### config.mk
export PLATFORM = sky130hd
export DESIGN_NAME = border_bar_generator
export DESIGN_NICKNAME = d
export VERILOG_FILES = /design/src/rtl/border_bar_generator.sv
export SDC_FILE = /design/constraint.sdc
export NUM_CORES = 1
export LEC_CHECK = 0
export ABC_AREA = 1
export BUFFER_PORTS_ARGS = -buffer_cell sky130_fd_sc_hd__buf_4
export CAP_MARGIN = 5
export CORE_ASPECT_RATIO = 0.5
export CORE_UTILIZATION = 60
export DETAILED_ROUTE_END_ITERATION = 6
export MAX_ROUTING_LAYER = met4
export PLACE_DENSITY = 0.88
export SLEW_MARGIN = 20
export SYNTH_ARGS = -nofsm -noshare
export SYNTH_HDL_FRONTEND = slang
export SYNTH_SLANG_ARGS = --single-unit
### constraint.sdc
create_clock -name clock -period 2.2 [get_ports clock]
set_input_delay 0.44 -clock clock [delete_from_list [all_inputs] [get_ports clock]]
set_output_delay 0.44 -clock clock [all_outputs]
set_load 0.02 [all_outputs]
### src/rtl/border_bar_generator.sv
// Border-bar colour generator: per-channel free-running period counters step
// border levels (bars / ramp / off); pixels inside the screen window get a
// fixed paper colour. All outputs are registered with one cycle of latency.
module border_bar_generator #(
  parameter int unsigned CHANNELS      = 3,
  parameter int unsigned COLOR_WIDTH   = 8,
  parameter int unsigned COORD_WIDTH   = 9,
  parameter int unsigned COUNTER_WIDTH = 16,
  parameter logic [CHANNELS*COUNTER_WIDTH-1:0] PERIOD_INIT =
    {16'd19900, 16'd19920, 16'd19940},
  parameter int unsigned SCREEN_X0     = 48,
  parameter int unsigned SCREEN_X1     = 304,
  parameter int unsigned SCREEN_Y0     = 48,
  parameter int unsigned SCREEN_Y1     = 240,
  parameter logic [COLOR_WIDTH-1:0] PAPER = 8'hDD,
  localparam int unsigned SEL_WIDTH    = (CHANNELS > 1) ? $clog2(CHANNELS) : 1
) (
  input  logic                            clock,
  input  logic                            reset_n,
  input  logic [COORD_WIDTH-1:0]          video_x,
  input  logic [COORD_WIDTH-1:0]          video_y,
  input  logic [1:0]                      mode,
  input  logic                            freeze,
  input  logic                            period_wr_en,
  input  logic [SEL_WIDTH-1:0]            period_wr_ch,
  input  logic [COUNTER_WIDTH-1:0]        period_wr_data,
  output logic [CHANNELS*COLOR_WIDTH-1:0] pixel,
  output logic                            in_screen,
  output logic [CHANNELS-1:0]             wrap
);

  localparam logic [1:0] MODE_RAMP = 2'd1;
  localparam logic [1:0] MODE_OFF  = 2'd2;

  localparam logic [COORD_WIDTH-1:0] X0 = COORD_WIDTH'(SCREEN_X0);
  localparam logic [COORD_WIDTH-1:0] X1 = COORD_WIDTH'(SCREEN_X1);
  localparam logic [COORD_WIDTH-1:0] Y0 = COORD_WIDTH'(SCREEN_Y0);
  localparam logic [COORD_WIDTH-1:0] Y1 = COORD_WIDTH'(SCREEN_Y1);

  logic [COUNTER_WIDTH-1:0] counter_q [CHANNELS];
  logic [COUNTER_WIDTH-1:0] period_q  [CHANNELS];
  logic [COLOR_WIDTH-1:0]   level_q   [CHANNELS];

  logic                            win_c;
  logic [CHANNELS*COLOR_WIDTH-1:0] pixel_next_c;

  // Next border level on a counter wrap for the current mode.
  function automatic logic [COLOR_WIDTH-1:0] step_level(
    input logic [COLOR_WIDTH-1:0] level,
    input logic [1:0]             md
  );
    logic [COLOR_WIDTH-1:0] nxt;
    nxt = level;
    if (md == MODE_RAMP) begin
      nxt = level + COLOR_WIDTH'(1);
    end else if (md != MODE_OFF) begin
      nxt = (level == '0) ? '1 : '0;
    end
    return nxt;
  endfunction

  // Screen window decode on the live beam coordinates.
  always_comb begin
    win_c = (video_x >= X0) && (video_x < X1) && (video_y >= Y0) && (video_y < Y1);
  end

  // Colour selection per channel, using levels before this edge's update.
  always_comb begin
    pixel_next_c = '0;
    for (int ch = 0; ch < CHANNELS; ch++) begin
      if (win_c) begin
        pixel_next_c[ch*COLOR_WIDTH +: COLOR_WIDTH] = PAPER;
      end else if (mode == MODE_OFF) begin
        pixel_next_c[ch*COLOR_WIDTH +: COLOR_WIDTH] = '0;
      end else begin
        pixel_next_c[ch*COLOR_WIDTH +: COLOR_WIDTH] = level_q[ch];
      end
    end
  end

  // Period registers, counters, levels and wrap pulses; wrap compare uses the old period.
  always_ff @(posedge clock or negedge reset_n) begin
    if (!reset_n) begin
      for (int ch = 0; ch < CHANNELS; ch++) begin
        counter_q[ch] <= '0;
        level_q[ch]   <= '0;
        period_q[ch]  <= PERIOD_INIT[ch*COUNTER_WIDTH +: COUNTER_WIDTH];
      end
      wrap <= '0;
    end else begin
      for (int ch = 0; ch < CHANNELS; ch++) begin
        if (period_wr_en && (period_wr_ch == SEL_WIDTH'(ch))) begin
          period_q[ch] <= period_wr_data;
        end
        if (freeze) begin
          wrap[ch] <= 1'b0;
        end else if (counter_q[ch] >= period_q[ch]) begin
          counter_q[ch] <= '0;
          wrap[ch]      <= 1'b1;
          level_q[ch]   <= step_level(level_q[ch], mode);
        end else begin
          counter_q[ch] <= counter_q[ch] + COUNTER_WIDTH'(1);
          wrap[ch]      <= 1'b0;
        end
      end
    end
  end

  // Registered output stage.
  always_ff @(posedge clock or negedge reset_n) begin
    if (!reset_n) begin
      pixel     <= '0;
      in_screen <= 1'b0;
    end else begin
      pixel     <= pixel_next_c;
      in_screen <= win_c;
    end
  end

endmodule

==> impl_metrics.tcl <==
set metrics [dict create \
    viasPerCell 5.596 \
    crit_path_max_incr_delay_ps 530 \
    place_area_mm2 0.008812 \
    die_area_mm2 0.01410 \
    num_antenna_cells 0 \
    yosysSeqAreaShare 0.4574 \
    timing.critical_path.mode_cell "nand2_1" \
    drive_above_1_share 0.1548 \
    setup_slack_ps 39.88 \
    drt-initial-drc-count 527 \
    fin_cells 1262 \
    post_drt_wl_per_cell_um 15.18 \
    path_class "reg -> reg" \
    setup_viol 0 \
    seq_area_mm2 0.003734 \
    vias 7062 \
    max-slew-margin-rel 0.4134 \
    status "finished clean" \
    syn_area_mm2 0.008163 \
    hold_slack_ps 309.1 \
    start_util 0.6302 \
    hp-class "in -> reg" \
    path_clk_slew_ps 70 \
    num_rows 29 \
    die_width_um 167.0 \
    r2r_slack_ps 40 \
    maxCapViolations 0 \
    drv_slew 0 \
    grt_antenna_before_repair 0 \
    core_mm2 0.01295 \
    cts_tree "done" \
    io_pins 70 \
    crit_start "period_q[39]" \
    grt_pass1_wl_um 32590 \
    rr_worst_depth 12 \
    numCtsBuffers 17 \
    setup_tns_ps 0 \
    n_fill_cell 902 \
    r2r-start "period_q[39]" \
    clock_latency_ps 430 \
    critical_path_required_ps 2520 \
    cp_cell_sequence "inv_1 -> ha_1 -> nand2_1 -> inv_1 -> nand2_1 -> nand2_1 -> nor2_1 -> nand2_1 -> nand2_1 -> nand2_2 -> buf_4 -> o21ai_0" \
    syn_to_final_growth_pct 15.76 \
    finalPower_mw 9.686 \
    synth.net_count 1107 \
    route.detailed.drc 0 \
    critPathCapture "counter_q[33]" \
    grt_start_max_net_pins 51 \
    hold_viol 0 \
    fin_skew_ps 17.47 \
    dp_cells 1228 \
    total_leakage_power_nw 4.838 \
    yosysUniqueCellTypes 37 \
    multi_input_area_mm2 0.003759 \
    critPathMaxFanout 10 \
    fmax_ghz 0.4629 \
    firstDrtPassIters 5 \
    synthesis.instances 1008 \
    pre_cts_slack_ps 89.85 \
    routed_wl_um 19160 \
    grt_pass1_vias 7023 \
    place_hpwl_um 13050 \
    ant_nets 0 \
    cp.buffers_inverters 3 \
    cts_buffer_depth 2 \
    power_density_mw_per_mm2 1025 \
    path_depth 12 \
    htreeDepth 4 \
    syn-mean-instance-area_um2 8.098 \
    cp-end-kind "register" \
    synth_seq_cells 148 \
    io_buffers 61 \
    fin_area_mm2 0.009449 \
    cts.sinks 148 \
    tightest_slew_ps 878.9 \
    gp_congestion 0.9070 \
    root_buffer "clkbuf_16" \
    startpoint_type "register" \
    fin_crit_sh 0.9819 \
    r2r_end "counter_q[33]" \
    fin_nets 1178 \
    grt_use_total 0.3016 \
    die_h_um 84.48 \
    yosys_warnings 0 \
    post-route-min-period_ps 2160 \
    cp_slowest_cell "dfstp_2" \
    fin_util 0.7295 \
    grt-ovfl-total 0 \
    peakVddDrop_uv 575.1 \
    path_delay_family "simple AND/OR/NAND/NOR gates" \
    worstPathArrival_ps 2480 \
]
==> how the worst min path moves through the flow <==
stage            start      endpoint  slack, ps  depth (start not counted)
4_1_cts        mode[0]     pixel[18]        300                          3
3_5_place_dp   reset_n   level_q[12]        310                          1
6_report       mode[0]     pixel[18]        310                          3
2_1_floorplan  reset_n  counter_q[0]        140                          0
5_1_grt        mode[0]     pixel[18]        320                          3
3_3_place_gp   reset_n   level_q[12]        310                          1
==> kinds of logic (layout without fill, tap and decap cells) <==
kind of cell,count (synthesis),in the layout,synth area share
XOR/XNOR,30,30,0.03219
adder cells (fa/ha/maj),57,57,0.08737
buffers and inverters,166,250,0.08400
AND/OR/NAND/NOR,466,466,0.2443
flip-flops,148,148,0.4574
AO/OA/AOI/OAI,141,141,0.09473
==> Yosys cell counts, drive strengths merged <==
cell type | n | share of area
xnor2 | 10 | 0.011
o21ai | 104 | 0.064
a21oi | 30 | 0.024
a22o | 1 | 0.0011
nand4 | 20 | 0.016
a31o | 1 | 0.0011
inv | 142 | 0.066
and3 | 1 | 0.00077
o22ai | 2 | 0.0015
o21bai | 1 | 0.0014
a21o | 1 | 0.00092
dfstp | 24 | 0.077
ha | 57 | 0.087
buf | 13 | 0.013
nor3 | 20 | 0.014
dfrtp | 124 | 0.38
o221ai | 1 | 0.0011
nand2 | 265 | 0.12
clkbuf | 11 | 0.0051
xor2 | 20 | 0.021
nand3 | 58 | 0.037
or2 | 2 | 0.0015
nor2 | 100 | 0.052
==> state kept, by name, summed over array words and instances, names as in the netlist <==
signal     count
level_q       24
in_screen      1
counter_q     48
pixel         24
wrap           3
period_q      48
==> tightest hold or removal path: cells and delay by family <==
| kind | cells | cell delay [ps] |
|---|---|---|
| AND/OR/NAND/NOR | 1 | 80 |
| buffers and inverters | 1 | 90 |
| AO/OA/AOI/OAI | 1 | 80 |
==> what timing repair did <==
item	in CTS	in global routing
gates resized for setup	0	6
endpoints found under the hold margin	19	0
buffers inserted	0	1
endpoints found under the setup margin	0	24
hold buffers	1	0
==> power by group <==
| group | switching, mW | total [mW] | leakage, nW | internal, mW |
|---|---|---|---|---|
| Clock | 1.22 | 3.02 | 0.298 | 1.79 |
| Sequential | 0.548 | 3.90 | 1.88 | 3.35 |
| Combinational | 1.72 | 2.77 | 2.66 | 1.05 |
==> area by class of cell <==
type	count	area share
Clock inverter	15	0.01894
Timing Repair Buffer	76	0.06369
Multi-Input combinational cell	694	0.3978
Sequential cell	148	0.3951
Inverter	142	0.05694
Clock buffer	17	0.04502
Tap cell	170	0.02251
==> cell usage in the layout, fill, tap and decap left out, drive strengths merged, types with 3 or more instances in the layout <==
cell type,netlist,layout
nand4,20,20
dfstp,24,24
xor2,20,20
buf,13,75
o21ai,104,104
ha,57,57
dfrtp,124,124
nand2,265,265
inv,142,146
nor3,20,20
a21oi,30,30
clkbuf,11,17
clkinv,0,7
nand3,58,58
nor2,100,100
bufinv,0,3
xnor2,10,10
==> layer usage <==
metal,global-route usage,part of all wire,vias up
li1,-,-,3361
met1,0.3640,0.42,3395
met2,0.5059,0.50,266
met3,0.05893,0.062,40
met4,0.1145,0.018,0
met5,-,0,-
Note: power is estimated with default switching activity, not from simulation.
